$ cat src/rtl/iir_sample_ctrl.sv
// Sample sequencer and shadow/active coefficient bank for the 12th-order IIR datapath.
// One filt_step per accepted sample; bank swaps happen only between samples and clear filter history.
module iir_sample_ctrl #(
  parameter int DATA_W = 32,
  parameter int NCOEF  = 25,
  parameter int ADDR_W = 5
) (
  input  logic                     clk,
  input  logic                     reset,
  input  logic                     s_valid,
  input  logic signed [DATA_W-1:0] s_data,
  output logic                     s_ready,
  output logic                     m_valid,
  output logic signed [DATA_W-1:0] m_data,
  input  logic                     m_ready,
  input  logic                     cfg_we,
  input  logic [ADDR_W-1:0]        cfg_addr,
  input  logic [DATA_W-1:0]        cfg_wdata,
  input  logic                     cfg_commit,
  output logic                     cfg_busy,
  output logic signed [DATA_W-1:0] filt_x,
  input  logic signed [DATA_W-1:0] filt_y,
  output logic                     filt_step,
  output logic                     filt_clear,
  output logic [NCOEF*DATA_W-1:0]  coef_bus
);

  typedef enum logic [2:0] {
    ST_INIT,
    ST_IDLE,
    ST_CALC,
    ST_OUT,
    ST_SWAP
  } state_t;

  localparam logic [ADDR_W-1:0] LAST_ADDR = ADDR_W'(NCOEF - 1);

  state_t                     state_q, state_d;
  logic                       commit_pend_q, commit_pend_d;
  logic                       m_valid_q, m_valid_d;
  logic signed [DATA_W-1:0]   filt_x_q, filt_x_d;
  logic signed [DATA_W-1:0]   m_data_q, m_data_d;
  logic        [DATA_W-1:0]   shadow_q [NCOEF];
  logic        [DATA_W-1:0]   shadow_d [NCOEF];
  logic        [DATA_W-1:0]   active_q [NCOEF];
  logic        [DATA_W-1:0]   active_d [NCOEF];
  logic                       addr_ok;

  assign addr_ok = (cfg_addr <= LAST_ADDR);

  always_ff @(posedge clk or posedge reset) begin
    if (reset) begin
      state_q       <= ST_INIT;
      commit_pend_q <= 1'b0;
      m_valid_q     <= 1'b0;
      filt_x_q      <= '0;
      m_data_q      <= '0;
      shadow_q      <= '{default: '0};
      active_q      <= '{default: '0};
    end else begin
      state_q       <= state_d;
      commit_pend_q <= commit_pend_d;
      m_valid_q     <= m_valid_d;
      filt_x_q      <= filt_x_d;
      m_data_q      <= m_data_d;
      shadow_q      <= shadow_d;
      active_q      <= active_d;
    end
  end

  always_comb begin
    state_d       = state_q;
    commit_pend_d = commit_pend_q;
    m_valid_d     = m_valid_q;
    filt_x_d      = filt_x_q;
    m_data_d      = m_data_q;
    shadow_d      = shadow_q;
    active_d      = active_q;

    // A write in the same cycle as the commit lands first, so it is part of the swapped bank.
    if (cfg_we && !commit_pend_q && addr_ok) begin
      shadow_d[cfg_addr] = cfg_wdata;
    end
    if (cfg_commit && !commit_pend_q) begin
      commit_pend_d = 1'b1;
    end

    case (state_q)
      ST_INIT: state_d = ST_IDLE;
      ST_IDLE: begin
        if (commit_pend_q) begin
          state_d = ST_SWAP;
        end else if (s_valid) begin
          filt_x_d = s_data;
          state_d  = ST_CALC;
        end
      end
      ST_CALC: begin
        m_data_d  = filt_y;
        m_valid_d = 1'b1;
        state_d   = ST_OUT;
      end
      ST_OUT: begin
        if (m_ready) begin
          m_valid_d = 1'b0;
          state_d   = ST_IDLE;
        end
      end
      ST_SWAP: begin
        active_d      = shadow_q;
        commit_pend_d = 1'b0;
        state_d       = ST_IDLE;
      end
      default: state_d = ST_INIT;
    endcase
  end

  // INIT's clear is gated by reset so the strobe only appears in the first cycle after release.
  assign filt_clear = (state_q == ST_SWAP) || ((state_q == ST_INIT) && !reset);
  assign filt_step  = (state_q == ST_CALC);
  assign s_ready    = (state_q == ST_IDLE) && !commit_pend_q;
  assign cfg_busy   = commit_pend_q;
  assign m_valid    = m_valid_q;
  assign m_data     = m_data_q;
  assign filt_x     = filt_x_q;

  for (genvar k = 0; k < NCOEF; k++) begin : g_coef
    assign coef_bus[k*DATA_W +: DATA_W] = active_q[k];
  end

endmodule

$ cat config.mk
export PLATFORM = sky130hd
export DESIGN_NAME = iir_sample_ctrl
export DESIGN_NICKNAME = d
export VERILOG_FILES = /design/src/rtl/iir_sample_ctrl.sv
export SDC_FILE = /design/constraint.sdc
export NUM_CORES = 2
export LEC_CHECK = 0
export CAP_MARGIN = 15
export CORE_MARGIN = 2
export CORE_UTILIZATION = 45
export CTS_BUF_LIST = sky130_fd_sc_hd__clkbuf_8
export CTS_CLUSTER_DIAMETER = 40
export DETAILED_ROUTE_END_ITERATION = 10
export MAX_ROUTING_LAYER = met4
export PLACE_DENSITY = 0.69
export SYNTH_ARGS = -nofsm -noshare
export SYNTH_HDL_FRONTEND = slang
export SYNTH_SLANG_ARGS = --single-unit
$ cat constraint.sdc
create_clock -name clk -period 87.5 [get_ports clk]
set_input_delay 13.125 -clock clk [delete_from_list [all_inputs] [get_ports clk]]
set_output_delay 13.125 -clock clk [all_outputs]
set_load 0.02 [all_outputs]
==> metrics.md <==
| Metric | Value |
|---|---|
| Multi-input gate area in the final layout | `about 19000 sq um` |
| Worst r2r src | `state_q[2]` |
| Die area | `around 140000 sq um` |
| Area contributors post-synth | `dfrtp_1 (67%), mux2_2 (30%), buf_2 (1.3%)` |
| RSZ-0062 raised after global routing | `no` |
| Avg Cell Area, Syn | `17.1 sq um` |
| R2r setup slk | `a little over 80000 ps` |
| WL final | `around 180 mm` |
| Yosys top cell by area | `dfrtp_1` |
| CP Launch Type | `primary input` |
| Period minus WS final | `around 28000 ps` |
| Synth warn | `0` |
| Final Cycle Share | `a little under a third` |
| Initial DRT Pass Iterations | `7` |
| Crit. End Element | `primary output` |
| Maximum fanout along the worst path | `2` |
| Util after Layout | `~58%` |
| CTS resizes | `0` |
| Worst skew pair latency | `970 ps` |
| Synth Area in XOR/XNOR | `0%` |
| CTS buffer count | `slightly below 300` |
| Area growth, synth to finish | `27.7%` |
| Fraction of synthesized area in multiplexers | `a little under a third` |
| Grt ovf | `0` |
| Start point of the worst min-delay path | `shadow_q[528]` |
| Measured slew at the worst slew-check pin | `between 1000 and 1500 ps` |
| WL/cell | `roughly 27 um` |
| Clock tree buffer depth | `4` |
| Relative slew slack | `a little over a fifth` |
| Sinks on Clock Net | `approximately 1.7k` |
| Status | `completed` |
| Layout cell share with drive strength beyond 1 | `between 40 and 50%` |
| Net Count, Synth | `approximately 3.7k` |
| Critical Path RT | `~74000 ps` |
| Drt drc | `0` |
| Core area | `between 100000 and 150000 sq um` |
| CP Class | `primary input to primary output` |
| Simple-gate share of the synthesized area | `less than 1%` |
| Synthesized cell area | `roughly 62000 sq um` |
| RR Endpoint | `coef_bus[328]` |
| Hpwl dp | `between 100 and 150 mm` |
| Antenna violations before repair | `22` |
| Row count | `~140` |
| Drt first-iter violations | `about 1.9k` |
| Top cells by count, synth | `dfrtp_1 (1669), mux2_2 (1659), buf_2 (164)` |
| Root buf cell | `clkbuf_8` |
| Largest family of logic cells by synthesized area | `multiplexers` |
| Max Cap Viol | `0` |
| Final Slew Violations | `0` |
| Post-synth EDFFs | `0` |
| Ys flop type | `dfrtp_1` |
| Hold worst-path end | `coef_bus[272]` |
| Final hold viol count | `0` |
| # H-tree levels | `5` |
| Die width | `roughly 380 um` |
| Overall Power | `around 0.0024 W` |
| Reg2Reg Depth | `8` |
| VDD IR max | `about 0.016 mV` |
| Hold WC Path Type | `register to register` |
| Largest net degree at the start of global routing | `between 150 and 200` |
| First-pass GRT wire length | `between 200 and 300 mm` |
| Total vias in the final route | `roughly 35k` |
| Sequential-to-total area share from yosys stat | `between 60% and 70%` |
| Final Hold Slack | `about 450 ps` |
| Nets | `just under 5k` |
| Post-route setup TNS | `0 ps` |
| GRT Total Usage | `between 20% and 30%` |
| Area fraction in compound gates after synthesis | `less than 1%` |
| Number of global-route vias before repair | `between 30k and 40k` |
| P per Cell Area | `~30 nW/um^2` |
| Worst EP arrival | `approximately 15000 ps` |
| Clk_skew | `approximately 70 ps` |
| Top-count cell post-synth | `dfrtp_1` |
| Cells after Synth | `3636` |
| Starting Density | `45.2%` |
| Setup violations, final | `0` |
| Adder-cell share of the synthesized area | `0%` |
| Final ANT Viol Nets | `0` |
| DIE HEIGHT | `between 300 and 400 um` |
| Port buffer count | `approximately 980` |
| Max Freq | `roughly 36 MHz` |
| Synth unique cells | `31` |
| Hold path cells | `1` |
| Postcts setup bufs | `0` |
| Storage element area | `around 42000 sq um` |
| Boundary Pins | `976` |
| CTS tree | `yes` |
| Gpl congestion | `just under 0.8` |
| Lkg Pwr | `38.8 nW` |
| #FFs+latches synth | `between 1.5k and 2k` |
| Fraction of registers with async set/reset | `100%` |
| Clk pin slew, worst setup/hold paths | `60 ps` |
| Vias/cell | `about 5.3` |
| Top cell type's share of synthesized area | `roughly 67%` |
| Fillers | `10.8k` |
| Hold Buf Count CTS | `0` |
[cells in the final DEF, fill, tap and decap left out, types with 2 or more instances in the layout]
| master | count |
|---|---|
| inv_1 | 89 |
| dfrtp_1 | 1669 |
| clkinv_2 | 14 |
| clkinv_4 | 2 |
| nor2_1 | 7 |
| nand2_1 | 2 |
| mux2_2 | 1659 |
| clkdlybuf4s50_1 | 943 |
| nand4_1 | 4 |
| buf_2 | 32 |
| nand3_2 | 2 |
| clkbuf_8 | 364 |
| inv_6 | 2 |
| diode_2 | 9 |
| buf_12 | 4 |
| clkinvlp_4 | 10 |
| mux2_1 | 5 |
| buf_4 | 61 |
| nor4bb_1 | 3 |
| and4_2 | 2 |
| nor4b_1 | 4 |
| nand2_2 | 12 |
| bufinv_16 | 11 |
| nand4b_1 | 3 |
[critical path, stage by stage]
cell and delay, ps:
clkdlybuf4s50_1 560, a211oi_1 350, clkdlybuf4s50_1 670
[metrics by stage]
| step | worst slack, ps | area (sq um) | cells |
|---|---|---|---|
| 5_1_grt | 59650 | 79200 | 6723 |
| 2_1_floorplan | 27270 | 62000 | 3636 |
| 6_report | 59670 | 79200 | 6725 |
| 3_5_place_dp | 59680 | 73300 | 6224 |
| 3_3_place_gp | 59630 | 73300 | 6224 |
| 4_1_cts | 59680 | 79200 | 6715 |
[layout make-up]
class	count	share of cell area [%]
repair buffers	1040	12.8
clock inverters	127	1.06
diodes	9	0.0284
flip-flops and latches	1669	52.7
well taps	1794	2.83
multi-input cells	1720	24.2
inverters	2	0.0190
clock buffers	364	6.32
[layer usage]
layer | part of all wire, % | wire length, um | track usage [%]
met2 | 47 | 83800 | 39.4
met1 | 41 | 73400 | 31.9
met3 | 8.8 | 15800 | 9.56
met5 | 0 | 0 | -
met4 | 3.6 | 6480 | 9.97
[registers in the layout (all words and copies together), names as in the netlist]
name      count
m_data       32
coef_bus    800
cfg_busy      1
shadow_q    800
state_q       3
m_valid       1
filt_x       32
[logic make-up after synthesis]
kind of cell | Yosys count
AND/OR/NAND/NOR | 52
AO/OA/AOI/OAI | 4
flip-flops | 1669
multiplexers | 1664
buffers and inverters | 247
[report_power, final]
group / switching (W) / internal (W) / total [W]
combinational: 0.000315 / 0.000322 / 0.000637
sequential: 0.0000877 / 0.000934 / 0.00102
clock: 0.000310 / 0.000405 / 0.000716
total: 0.000714 / 0.00166 / 0.00237
[worst max-delay path by stage]
stage	slack [ps]	from	cells past startpoint	to
floorplan	27270	reset	1	cfg_busy
global placement	59630	reset	3	filt_clear
detailed placement	59680	reset	3	filt_clear
CTS	59680	reset	3	filt_clear
global route	59650	reset	3	filt_clear
finish	59670	reset	3	filt_clear
No activity file was read; power rests on OpenSTA's default activity.
